==> src/rtl/fetch_unit_pkg.sv <==
// Shared core constants: reset vector, instruction width, NOP encoding and
// the fetch state type, also used by the decoder.
package fetch_unit_pkg;

    localparam int          INST_W           = 32;
    localparam int          XLEN             = 64;
    localparam logic [63:0] DEFAULT_RESET_PC = 64'h8000_0000;
    localparam logic [31:0] NOP_INST         = 32'h0000_0013;

    typedef enum logic {
        RUN  = 1'b0,
        HALT = 1'b1
    } fetch_state_e;

    function automatic logic is_misaligned(input logic [1:0] low_bits);
        return low_bits != 2'b00;
    endfunction

endpackage

==> src/rtl/fetch_queue.sv <==
// Shift-register fetch queue: entries[0] is always the head, so the head
// outputs come straight from flops. Flush wins over dequeue but not enqueue.
module fetch_queue #(
    parameter int WIDTH = 97,
    parameter int DEPTH = 4
) (
    input  logic                         clk,
    input  logic                         rst,
    input  logic                         flush,
    input  logic                         enq,
    input  logic [WIDTH-1:0]             enq_data,
    input  logic                         deq,
    output logic                         head_valid,
    output logic [WIDTH-1:0]             head_data,
    output logic [$clog2(DEPTH+1)-1:0]   count
);

    localparam int CNT_W = $clog2(DEPTH+1);

    logic [WIDTH-1:0] entries [DEPTH];
    logic             pop;
    logic [CNT_W-1:0] base;

    // base is the slot a new entry lands in after this cycle's pop/flush
    always_comb begin
        pop = deq && (count != '0) && !flush;
        if (flush) begin
            base = '0;
        end else if (pop) begin
            base = count - CNT_W'(1);
        end else begin
            base = count;
        end
    end

    always_ff @(posedge clk) begin
        if (rst) begin
            count <= '0;
            for (int i = 0; i < DEPTH; i++) begin
                entries[i] <= '0;
            end
        end else begin
            if (pop) begin
                for (int i = 0; i < DEPTH - 1; i++) begin
                    entries[i] <= entries[i+1];
                end
            end
            if (enq) begin
                for (int i = 0; i < DEPTH; i++) begin
                    if (base == CNT_W'(i)) begin
                        entries[i] <= enq_data;
                    end
                end
            end
            count <= base + CNT_W'(enq);
        end
    end

    assign head_valid = (count != '0);
    assign head_data  = entries[0];

endmodule

==> src/rtl/fetch_unit.sv <==
// Instruction fetch sequencer: credit-limited in-order requests, redirect
// flush with stale-response dropping, and a RUN/HALT fault state machine.
module fetch_unit
    import fetch_unit_pkg::*;
#(
    parameter int                  INST_WIDTH = INST_W,
    parameter int                  PC_WIDTH   = XLEN,
    parameter logic [PC_WIDTH-1:0] RESET_PC   = PC_WIDTH'(DEFAULT_RESET_PC),
    parameter int                  FQ_DEPTH   = 4
) (
    input  logic                  clk_i,
    input  logic                  rst_i,
    output logic                  imem_req_valid_o,
    input  logic                  imem_req_ready_i,
    output logic [PC_WIDTH-1:0]   imem_req_addr_o,
    input  logic                  imem_resp_valid_i,
    input  logic [INST_WIDTH-1:0] imem_resp_data_i,
    input  logic                  imem_resp_err_i,
    input  logic                  redirect_i,
    input  logic [PC_WIDTH-1:0]   redirect_pc_i,
    output logic                  inst_valid_o,
    input  logic                  inst_ready_i,
    output logic [INST_WIDTH-1:0] inst_o,
    output logic [PC_WIDTH-1:0]   pc_o,
    output logic                  fetch_fault_o
);

    localparam int               CNT_W   = $clog2(FQ_DEPTH + 1);
    localparam int               ENTRY_W = 1 + PC_WIDTH + INST_WIDTH;
    localparam logic [CNT_W:0]   CREDITS = FQ_DEPTH[CNT_W:0];

    fetch_state_e        state;
    logic [PC_WIDTH-1:0] fetch_pc;
    logic [PC_WIDTH-1:0] resp_pc;
    logic [CNT_W-1:0]    outstanding;
    logic [CNT_W-1:0]    drop_count;
    logic [CNT_W-1:0]    q_count;
    logic [CNT_W-1:0]    out_next;
    logic [CNT_W:0]      in_use;
    logic                fire;
    logic                retire;
    logic                accept;
    logic                misaligned;
    logic                enq;
    logic                deq;
    logic                head_valid;
    logic [ENTRY_W-1:0]  enq_data;
    logic [ENTRY_W-1:0]  head_data;

    // resp_pc tracks the PC of the next surviving response: requests since the
    // last redirect are sequential, and responses come back in order.
    always_comb begin
        in_use           = {1'b0, q_count} + {1'b0, outstanding};
        imem_req_valid_o = !rst_i && (state == RUN) && !redirect_i && (in_use < CREDITS);
        fire             = imem_req_valid_o && imem_req_ready_i;
        retire           = imem_resp_valid_i && (outstanding != '0);
        out_next         = outstanding + CNT_W'(fire) - CNT_W'(retire);
        misaligned       = is_misaligned(redirect_pc_i[1:0]);
        accept           = imem_resp_valid_i && !redirect_i && (drop_count == '0);
        enq              = redirect_i ? misaligned : accept;
        deq              = head_valid && inst_ready_i;
        if (redirect_i) begin
            enq_data = {1'b1, redirect_pc_i, {INST_WIDTH{1'b0}}};
        end else if (imem_resp_err_i) begin
            enq_data = {1'b1, resp_pc, {INST_WIDTH{1'b0}}};
        end else begin
            enq_data = {1'b0, resp_pc, imem_resp_data_i};
        end
    end

    // On redirect every request still in flight becomes stale, including
    // any from earlier redirects, so the drop count is simply out_next.
    always_ff @(posedge clk_i) begin
        if (rst_i) begin
            state       <= RUN;
            fetch_pc    <= RESET_PC;
            resp_pc     <= RESET_PC;
            outstanding <= '0;
            drop_count  <= '0;
        end else begin
            outstanding <= out_next;
            if (redirect_i) begin
                fetch_pc   <= redirect_pc_i;
                resp_pc    <= redirect_pc_i;
                drop_count <= out_next;
                state      <= misaligned ? HALT : RUN;
            end else begin
                if (fire) begin
                    fetch_pc <= fetch_pc + PC_WIDTH'(4);
                end
                if (accept) begin
                    resp_pc <= resp_pc + PC_WIDTH'(4);
                end
                if (imem_resp_valid_i && (drop_count != '0)) begin
                    drop_count <= drop_count - CNT_W'(1);
                end
                if (accept && imem_resp_err_i) begin
                    state <= HALT;
                end
            end
        end
    end

    fetch_queue #(
        .WIDTH (ENTRY_W),
        .DEPTH (FQ_DEPTH)
    ) u_queue (
        .clk        (clk_i),
        .rst        (rst_i),
        .flush      (redirect_i),
        .enq        (enq),
        .enq_data   (enq_data),
        .deq        (deq),
        .head_valid (head_valid),
        .head_data  (head_data),
        .count      (q_count)
    );

    assign imem_req_addr_o                  = fetch_pc;
    assign inst_valid_o                     = head_valid;
    assign {fetch_fault_o, pc_o, inst_o}    = head_data;

endmodule

==> config.mk <==
export PLATFORM = sky130hd
export DESIGN_NAME = fetch_unit
export DESIGN_NICKNAME = d
export VERILOG_FILES = /design/src/rtl/fetch_unit_pkg.sv /design/src/rtl/fetch_queue.sv /design/src/rtl/fetch_unit.sv
export SDC_FILE = /design/constraint.sdc
export NUM_CORES = 1
export LEC_CHECK = 0
export CAP_MARGIN = 10
export CORE_MARGIN = 4
export CORE_UTILIZATION = 51
export CTS_CLUSTER_DIAMETER = 100
export CTS_CLUSTER_SIZE = 12
export DETAILED_ROUTE_END_ITERATION = 10
export PLACE_DENSITY = 0.76
export REMOVE_ABC_BUFFERS = 1
export SLEW_MARGIN = 25
export SYNTH_ARGS = -nofsm -noshare
export SYNTH_HDL_FRONTEND = slang
export SYNTH_SLANG_ARGS = --single-unit
==> constraint.sdc <==
create_clock -name clk_i -period 4.8 [get_ports clk_i]
set_clock_uncertainty 0.05 [all_clocks]
set_input_delay 0.48 -clock clk_i [delete_from_list [all_inputs] [get_ports clk_i]]
set_output_delay 0.48 -clock clk_i [all_outputs]
set_load 0.02 [all_outputs]
Word level (Yosys, flattened, before mapping) --
Memory sizes are Yosys's and may differ from the RTL's. Cells that the tools add are included. Widths: inputs -> output; s select.
Operators by class: multiplexer cells 42, multiply operators 0, shift operators 0, $lt $le $gt $ge 1, bitwise logic cells 8, divide/modulo/power cells 0, reduce and logical (&&, ||, !) cells 24, equality and inequality tests 3, add/subtract/negate cells 8
Operator list (number):
- $mux 97 | 9
- $mux 64 | 4
- $add 64x3->64 const B | 2
- $mux 1 | 25
- $logic_and 1x1->1 | 12
- $mux 3 | 4
- $reduce_bool 2->1 | 5
- $reduce_bool 3->1 | 3
- $or 1x1->1 | 7
- $add 3x1->3 | 2
- $eq 3x2->1 const B | 2
- $logic_not 3->1 | 2
- $sub 3x1->3 const B | 2
- $add 3x3->4 | 1
- $lt 4x3->1 const B | 1
- $eq 3x1->1 const B | 1
- $sub 3x1->3 | 1
- $logic_not 1->1 | 2
- $not 1->1 | 1
Storage, ports and cells: word-level logic and storage cells 93, memories kept 1, bits in registers 138, output and inout bits 163, memory bits (read-only) 0, bits in latches 0, bits in writable memories 388, input port bits 103
Memories:
- u_queue.entries | depth 4, bits a word 97, rd ports 4, clocked after Yosys merged registers in 0, wr ports 4, RTL line fetch_queue.sv:20 | logic [WIDTH-1:0] entries [DEPTH];

Depth between registers and ports, before layout --
Gate-level depths: netlist (run 1).
word-level depth 12, depth in mapped cells 13, gate-level depth less buffers 11

By module --
A second synthesis (run 1) with hierarchy kept.
Second synthesis, totals: cells, all modules 2537, area total of the unflattened synthesis 25615.8 µm²
Modules (own cells, without submodules):
- fetch_queue | cells an instance 1406, area an instance 17078.9 µm², instances 1, seq. area each 11711.2 µm²
- fetch_unit | cells an instance 1131, area an instance 8536.9 µm², instances 1, seq. area each 2702.6 µm²

Worst setup path after synthesis (run 1) --
Ideal clock, no wire load.
path type register -> register, start register u_queue.count[0], end memory u_queue.entries[2][0] (enable), library setup time 0.913 ns, arrival time 3.692 ns, stages on the path, launching flop included 10, required time 3.837 ns, slack 0.145 ns, buffers on the path 2, period minus slack after synthesis 4.655 ns, path through dfxtp_1 -> inv_1 -> ha_1 -> nor2b_1 -> inv_1 -> a211oi_1 -> o211ai_1 -> clkbuf_1 -> clkbuf_1 -> nand2_1
RTL lines:
- start, declared | RTL line fetch_queue.sv:15 | output logic [$clog2(DEPTH+1)-1:0] count
- start signal, assigned | RTL line fetch_queue.sv:55 | count <= base + CNT_W'(enq);
- end, declared | RTL line fetch_queue.sv:20

==> results.yml, run 1 <==
logic_synthesis:
  muxShareOfSynthArea_pct: 2.340
  synth_xor_area_share_pct: 2.401
  synth_ff_type: "edfxtp_1"
  syn-cell-area_um2: 24440
  synth_top_area_share_pct: 47.68
  synthTopCellsByArea: "edfxtp_1 (48%), dfxtp_1 (11%), nor2_1 (4.9%), a21oi_1 (3.1%), nand2_1 (3.0%)"
  synth_edf_count: 388
  syn_area_per_cell_um2: 10.70
  syn_inst: 2283
  synth_cell_type_count: 72
  synth_top_family_by_area: "compound AO/OA/AOI/OAI gates"
  ys_seq_area_share_pct: 58.99
  post_synth_fa_ha_maj_area_fraction_pct: 0.6964
  ys_ff_latch: 526
  yosysTopAreaCell: "edfxtp_1"
  yosys.area_share.simple_pct: 15.73
  yosysMostFrequentCell: "edfxtp_1"
  synth_compound_area_share_pct: 16.52
  netlist_top_cells_count: "edfxtp_1 (388), nor2_1 (319), nand2_1 (197)"
  yosysWarnings: 0
  synthArstFlopShare_pct: 0
placement:
  gp_congestion: 0.9277
  numPortBuffers: 265
  post-dp-hpwl_mm: 45.90
setup_path:
  endpoint: "u_queue.entries[1][43]$_SDFFCE_PN0P_"
  crit_required_ps: 4990
  max_stage_delay_ps: 580
  path_max_fanout: 58
  cp.arrival_ps: 3770
  critPathLaunch: "u_queue.count[0]$_SDFF_PP0_"
  critPathLaunchType: "flip-flop"
  crit_type: "reg -> reg"
  rr_worst_depth: 8
  r2r-start: "u_queue.count[0]$_SDFF_PP0_"
  end_kind: "flip-flop"
  crit_slowest_cell: "nand2_4"
  r2r-end: "u_queue.entries[1][43]$_SDFFCE_PN0P_"
  ff2ff_setup_slack_ps: 1220
  worstPathCellList: "inv_1, ha_1, nor4bb_1, o21ai_1, nand3b_1, or3_4, nand2_4, buf_12"
final_layout:
  area_growth_pct: 19.01
  layout-drive-gt1-share_pct: 5.181
  final_nets: 2586
global_route:
  busiest_layer: "met2"
  grt.met1_usage_pct: 35.29
  grt_pass1_vias: 18680
  grt_use_met3_pct: 6.292
  grt_max_degree: 128
  gr-usage-all-layers_pct: 26.35
  grt_pass1_wl_mm: 107.3
  antenna_found_initial: 4
  overflow: 0
  met2_usage_pct: 42.33
status:
  status: "complete, no violations"
clock_network:
  clkSlewWorstSetupHoldPaths_ps: 60
  cts_tree: "yes"
  cts-buffers-inserted: 49
  clock-sinks: 526
  cts_hold_buf: 0
  cts_buffer_depth: 3
  cts_resized: 0
  clk_latency_ps: 590
  htreeDepth: 2
  post_cts_buffers: 0
  cts_root_buf: "clkbuf_16"
floorplan:
  dieWidth_um: 226.9
  initial_core_util_pct: 52.05
  die_h_um: 226.9
  ioPinCount: 266
  coreArea_um2: 46950
  rows: 79
  dieArea_um2: 51480
power_and_ir_drop:
  power_mw: 11.84
  power_frac_seq_pct: 48.7
  power.switching_mw: 3.420
  switching_share_pct: 28.90
  combPwrFrac_pct: 20.3
  p_per_area_nw_per_um2: 407.0
  leakagePower_nw: 10.06
  p_clk_share_pct: 31.0
  p_int_mw: 8.416
  ir_drop_mv: 0.2576
timing:
  period_minus_slack_ps: 3579
  tightest_slew_ps: 1038
  setup_tns_ps: 0
  layout_worst_path_cycle_share_pct: 74.57
  hold_viol_final: 0
  drv_slew: 0
  setup_violations: 0
  max_freq_mhz: 279.4
  slew-limit-headroom_pct: 30.63
  rsz0062_at_grt: "false"
routing:
  via_count: 19290
  dr.pass1.iters: 5
  via_per_inst: 6.180
  final_antenna_net_count: 0
  wl_per_cell_um: 22.08
  first_iter_violations: 1918
  routed_wl_mm: 68.90
  drc: 0
worst_hold_path:
  holdCritPathClass: "in -> reg"
flow_run:
  max_cap_viol_count: 0
-- power by group through the flow --
stage          registers [mW]  clock network (mW)  logic [mW]
4_1_cts                  5.77                3.72        2.41
3_5_place_dp             5.86                   0        2.40
2_1_floorplan            6.14                   0        1.04
3_3_place_gp             5.84                   0        2.35
5_1_grt                  5.82                3.89        2.60
6_report                 5.77                3.67        2.40
-- how the worst min path moves through the flow --
| stage | start | to | slack, ps | cells after the start |
|---|---|---|---|---|
| after global routing | rst_i | resp_pc[24]$_SDFFE_PP0N_ | 250 | 2 |
| after CTS | rst_i | resp_pc[22]$_SDFFE_PP0N_ | 230 | 2 |
| after global placement | state$_SDFFE_PP0P_ | state$_SDFFE_PP0P_ | 410 | 2 |
| after floorplan | state$_SDFFE_PP0P_ | state$_SDFFE_PP0P_ | 390 | 2 |
| after detailed placement | state$_SDFFE_PP0P_ | state$_SDFFE_PP0P_ | 410 | 2 |
| final | rst_i | resp_pc[17]$_SDFFE_PP0N_ | 260 | 2 |
-- logic make-up (layout without fill, tap and decap cells) --
family | Yosys count | in the layout
AND/OR/NAND/NOR | 819 | 819
multiplexers | 56 | 56
other | 0 | 5
flip-flops | 526 | 526
adder cells (fa/ha/maj) | 13 | 13
AO/OA/AOI/OAI | 597 | 597
XOR/XNOR | 67 | 67
buffers and inverters | 205 | 431
-- metrics by stage --
stage | std cells | area, um^2 | utilization [%] | worst slack [ps] | hold WS (ps)
after CTS | 3116 | 29070 | 61.91 | 1224 | 225.5
after detailed placement | 3026 | 27630 | 58.85 | 919.7 | 409.8
after floorplan | 2117 | 23770 | - | -6024 | 387.6
final | 3121 | 29080 | 61.94 | 1221 | 256.7
after global routing | 3118 | 29070 | 61.92 | 873.2 | 253.8
after global placement | 3026 | 27630 | 58.85 | 1062 | 408.5
-- placed cells by master (no fill, tap or decap), drive strengths merged, types with 6 or more instances in the layout --
cell	instances
nand4	51
a21boi	50
nand3	95
o21ai	65
or3	15
mux2	9
ha	12
nand2	197
buf	39
nor2b	11
nor2	320
and3	23
a311oi	10
mux2i	47
edfxtp	388
xnor2	30
a2bb2o	32
or4	6
nor3	25
nor4	20
clkbuf	89
a21oi	151
a22oi	7
dfxtp	138
a211oi	85
o22ai	71
and2	17
and4	15
xor2	37
a31oi	19
clkdlybuf4s50	263
inv	39
o2bb2ai	64
-- state kept, by name, indices dropped and copies added (netlist names) --
signal,flops
drop_count,3
u_queue.count,3
u_queue.entries,388
resp_pc,64
state,1
outstanding,3
imem_req_addr_o,64
-- layout make-up --
class                      count  area (um^2)
antenna                        5        12.51
clock buffer                  89         1429
clock inverter                 1        8.758
fill                        3783        17870
inverter                      39        147.6
multi-input combinational   1552         9285
sequential                   526        14410
tap                          607        759.5
timing repair buffer         302         3025
-- metal layers --
metal  share of wire (%)  routed length (um)  vias up
met1                  41               28140     9395
li1                    -                   -     8911
met5               0.032                  22        -
met3                 9.3                6390      116
met2                  47               32330      863
met4                 2.9                2010        4
-- worst max-delay path: cells and delay by family (launching register included) --
kind / cells / cell delay, ps
fa+ha+maj: 1 / 230
buf+inv: 2 / 500
flops: 1 / 450
simple gates: 4 / 1530
compound gates: 1 / 330
(Power assumes the default switching activity.)
==> inputs of run 2 (changes only) <==
clock period = 3.19 ns   (was 4.8 ns; I/O delays follow)
==> results.yml, run 2 (synthesized netlist as in run 1, its figures left out) <==
final_layout:
  multi_input_area_um2: 9288
  final_common_cell: "edfxtp_1"
  finalNonFillerCells: 3151
  layout-drive-gt1-share_pct: 6.454
  largest_register_ffs: 388
  fin_util_pct: 62.99
  area_growth_pct: 21.02
  seqCellArea_um2: 14410
  final_cell_mix: "edfxtp_1 (388), nor2_1 (317), clkdlybuf4s50_1 (263)"
  fillers: 3650
  regMostFlops: "u_queue.entries"
  final_nets: 2619
power_and_ir_drop:
  leakagePower_nw: 10.32
  p_per_area_nw_per_um2: 609.1
  ir_drop_mv: 0.3982
timing:
  drv_slew: 0
  hold_viol_final: 0
  layout_worst_path_cycle_share_pct: 92.54
  slew-limit-headroom_pct: 40.97
  setup_tns_ps: 0
  max_freq_mhz: 338.7
  rsz0062_at_grt: "false"
  tightest_slew_ps: 882.2
  period_minus_slack_ps: 2952
  setup_violations: 0
global_route:
  grt_max_degree: 100
  gr-usage-all-layers_pct: 26.54
  antenna_found_initial: 4
  grt_pass1_vias: 18840
  overflow: 0
  grt_pass1_wl_mm: 107.5
routing:
  first_iter_violations: 2002
  routed_wl_mm: 69.72
  via_per_inst: 6.172
  final_antenna_net_count: 0
  wl_per_cell_um: 22.13
  dr.pass1.iters: 5
  via_count: 19450
  drc: 0
clock_network:
  clock-sinks: 526
  post_cts_buffers: 0
  cts_buffer_depth: 3
  clk_latency_ps: 600
  cts_hold_buf: 0
  cts_root_buf: "clkbuf_16"
  clkSlewWorstSetupHoldPaths_ps: 70
  cts_resized: 0
  cts_tree: "yes"
  htreeDepth: 2
  cts-buffers-inserted: 49
placement:
  gp_congestion: 0.9504
  placed_cells: 3059
  post-dp-hpwl_mm: 47.13
  numPortBuffers: 265
setup_path:
  path_max_fanout: 41
  crit_required_ps: 3430
  ff2ff_setup_slack_ps: 240
  r2r-start: "u_queue.count[1]$_SDFF_PP0_"
  worstPathCellList: "inv_1, ha_1, nor2b_1, inv_1, a211oi_1, o211ai_1, buf_12, o31a_1, or2_4, buf_12, o22ai_1"
  max_stage_delay_ps: 380
  rr_worst_depth: 11
  end_kind: "flip-flop"
  r2r-end: "u_queue.entries[2][88]$_DFFE_PP_"
  endpoint: "u_queue.entries[2][88]$_DFFE_PP_"
  cp.arrival_ps: 3200
  crit_slowest_cell: "dfxtp_1"
  critPathLaunch: "u_queue.count[1]$_SDFF_PP0_"
  critPathLaunchType: "flip-flop"
  crit_type: "reg -> reg"
flow_run:
  max_cap_viol_count: 0
status:
  status: "complete, no violations"
worst_hold_path:
  holdCritPathClass: "in -> reg"
floorplan:
  dieArea_um2: 51480
  initial_core_util_pct: 52.05
  coreArea_um2: 46950
  rows: 79
  dieWidth_um: 226.9
  ioPinCount: 266
  die_h_um: 226.9
==> run 2: cell count changes in the layout (fill, tap and decap cells not counted), sizes merged <==
cell    before  now
diode        5    3
buf         39   72
clkbuf      89   88
==> run 2: worst min path at each step <==
stage                                   from                         end  slack [ps]  cells after the start
after floorplan                        rst_i  drop_count[0]$_SDFFE_PP0P_         340                      1
after global placement    state$_SDFFE_PP0P_          state$_SDFFE_PP0P_         410                      2
after detailed placement  state$_SDFFE_PP0P_          state$_SDFFE_PP0P_         420                      2
after CTS                              rst_i     resp_pc[2]$_SDFFE_PP0N_          30                      2
after global routing                   rst_i     resp_pc[2]$_SDFFE_PP0N_          60                      2
final                                  rst_i     resp_pc[2]$_SDFFE_PP0N_          70                      2
==> run 2: worst max-delay path, delay by kind of cell, from the launching register on <==
kind                       cells  cell delay [ps]
buffers and inverters          4              750
and+or+nand+nor                2              470
adders and majority gates      1              190
DFF                            1              380
AOI/OAI and AO/OA              4              760
==> run 2: through the flow <==
step	power, mW	cell area, um^2	hold WS (ps)	worst slack, ps
3_3_place_gp	12.47	28130	415.0	122.6
5_1_grt	18.69	29570	61.08	41.05
3_5_place_dp	12.59	28130	417.8	68.56
6_report	18.01	29570	71.14	237.9
4_1_cts	18.08	29560	34.99	243.9
2_1_floorplan	10.80	23770	338.1	-7634
==> run 2: final cells by class <==
type                       instances  area share [%]
inverter                          39          0.4992
tap                              607           2.568
sequential                       526           48.74
antenna                            3         0.02538
clock buffer                      88           4.819
timing repair buffer             335           11.91
multi-input combinational       1552           31.41
clock inverter                     1         0.02962
==> run 2: where the power goes <==
| group | total, mW | leakage (nW) | internal, mW | switching [mW] |
|---|---|---|---|---|
| sequential | 8.71 | 5.20 | 8.31 | 0.401 |
| combinational | 3.78 | 4.45 | 1.49 | 2.29 |
| clock | 5.53 | 0.683 | 3.00 | 2.53 |
==> run 2: metal layers <==
| layer | track usage, % | wire, um | vias up |
|---|---|---|---|
| met5 | 0 | 22 | - |
| met4 | 7.306 | 1866 | 4 |
| met3 | 6.603 | 6285 | 122 |
| met2 | 44.17 | 33740 | 858 |
| met1 | 34.93 | 27810 | 9480 |
| li1 | - | - | 8983 |
==> inputs of run 3 (changes only) <==
PLACE_DENSITY = 0.72   (was 0.76)
==> results.yml, run 3 (synthesized netlist as in run 1, its figures left out) <==
timing:
  hold_viol_final: 0
  setup_violations: 0
  drv_slew: 0
  slew-limit-headroom_pct: 41.49
  max_freq_mhz: 346.9
  rsz0062_at_grt: "false"
  tightest_slew_ps: 869.8
  whs_ps: 52.07
  period_minus_slack_ps: 2882
  layout_worst_path_cycle_share_pct: 90.36
  setup_tns_ps: 0
global_route:
  grt_max_degree: 101
  grt_pass1_wl_mm: 107.4
  grt_pass1_vias: 18880
  gr-usage-all-layers_pct: 26.50
  overflow: 0
  antenna_found_initial: 4
clock_network:
  clkSlewWorstSetupHoldPaths_ps: 70
  htreeDepth: 2
  cts-buffers-inserted: 49
  clock-sinks: 526
  cts_hold_buf: 0
  cts_root_buf: "clkbuf_16"
  cts_resized: 0
  cts_tree: "yes"
  clk_latency_ps: 600
  cts_buffer_depth: 3
  post_cts_buffers: 0
setup_path:
  critPathLaunchType: "flip-flop"
  end_kind: "flip-flop"
  cp.arrival_ps: 3160
  ff2ff_setup_slack_ps: 310
  crit_required_ps: 3470
  r2r-end: "u_queue.entries[2][19]$_DFFE_PP_"
  rr_worst_depth: 11
  crit_type: "reg -> reg"
  path_max_fanout: 33
  r2r-start: "u_queue.count[0]$_SDFF_PP0_"
floorplan:
  dieArea_um2: 51480
  rows: 79
  dieWidth_um: 226.9
  ioPinCount: 266
  coreArea_um2: 46950
  initial_core_util_pct: 52.05
  die_h_um: 226.9
worst_hold_path:
  worstHoldPathCells: 2
  min_to: "outstanding[2]$_SDFF_PP0_"
  holdCritStartpoint: "rst_i"
  holdCritPathClass: "in -> reg"
routing:
  dr.pass1.iters: 5
  via_per_inst: 6.117
  final_antenna_net_count: 0
  wl_per_cell_um: 21.87
  routed_wl_mm: 69.43
  first_iter_violations: 1581
  drc: 0
  via_count: 19420
final_layout:
  final_nets: 2642
  area_growth_pct: 21.63
  final_common_cell: "edfxtp_1"
  finalNonFillerCells: 3175
  final_cell_mix: "edfxtp_1 (388), nor2_1 (318), clkdlybuf4s50_1 (263)"
  largest_register_ffs: 388
  layout-drive-gt1-share_pct: 7.249
  final_cell_area_um2: 29720
  regMostFlops: "u_queue.entries"
flow_run:
  max_cap_viol_count: 0
placement:
  placed_cells: 3082
  numPortBuffers: 265
  gp_congestion: 0.9151
  dpl_cell_area_um2: 28290
  post-dp-hpwl_mm: 48.22
power_and_ir_drop:
  power_mw: 17.95
  ir_drop_mv: 0.4266
  leakagePower_nw: 10.41
  p_per_area_nw_per_um2: 603.8
status:
  status: "complete, no violations"
[run 3: cell types whose count changed in the layout (fill, tap and decap cells not counted)]
cell,delta
nor2_1,+1
diode_2,-1
buf_12,-1
buf_4,+23
nor2_2,-1
buf_6,+1
clkbuf_1,+2
clkinv_8,+2
clkbuf_16,-2
[run 3: worst max-delay path, cell delays in order, from the launching register on]
cell and delay (ps):
dfxtp_1 330, inv_1 120, ha_1 170, nor2b_1 270
inv_1 170, a211oi_1 280, o211ai_1 210, buf_4 220
buf_12 140, and2_2 380, nand2_1 150, o21ai_0 100
[run 3: worst max-delay path by stage]
stage | end | slack, ps | from
after floorplan | u_queue.entries[2][0]$_DFFE_PP_ | -7630 | u_queue.count[0]$_SDFF_PP0_
after global placement | u_queue.entries[2][95]$_DFFE_PP_ | 150 | inst_ready_i
after detailed placement | u_queue.entries[2][30]$_DFFE_PP_ | 30 | inst_ready_i
after CTS | u_queue.entries[2][30]$_DFFE_PP_ | 300 | u_queue.count[0]$_SDFF_PP0_
after global routing | u_queue.entries[2][10]$_DFFE_PP_ | 60 | u_queue.count[0]$_SDFF_PP0_
final | u_queue.entries[2][19]$_DFFE_PP_ | 310 | u_queue.count[0]$_SDFF_PP0_
[run 3: layout make-up]
| class | count | area [um^2] |
|---|---|---|
| Clock inverter | 3 | 41.29 |
| Timing Repair Buffer | 358 | 3687 |
| Fill cell | 3714 | 17230 |
| Inverter | 39 | 147.6 |
| Multi-Input combinational cell | 1552 | 9285 |
| Clock buffer | 88 | 1383 |
| Antenna cell | 2 | 5.005 |
| Sequential cell | 526 | 14410 |
| Tap cell | 607 | 759.5 |
[run 3: power breakdown]
group / leakage [nW] / internal, mW / switching [mW] / total [mW]
Sequential: 5.20 / 8.31 / 0.393 / 8.70
Combinational: 4.54 / 1.52 / 2.29 / 3.80
Clock: 0.674 / 2.93 / 2.52 / 5.44
[run 3: metrics by stage]
| step | util, % | setup slack (ps) |
|---|---|---|
| after detailed placement | 60.26 | 26.40 |
| after floorplan | - | -7634 |
| after CTS | 63.29 | 297.0 |
| after global placement | 60.26 | 146.5 |
| final | 63.30 | 307.5 |
| after global routing | 63.30 | 57.83 |
[run 3: metal layers]
layer  wire length, um  share of wire, %  vias to the layer above  global-route usage, %
li1                  -                 -                     9028                      -
met1             28490                41                     9470                  34.92
met4              2167               3.1                        4                  8.975
met3              5508               7.9                      137                  5.787
met2             33250                48                      784                  43.81
met5                18             0.026                        -                      0
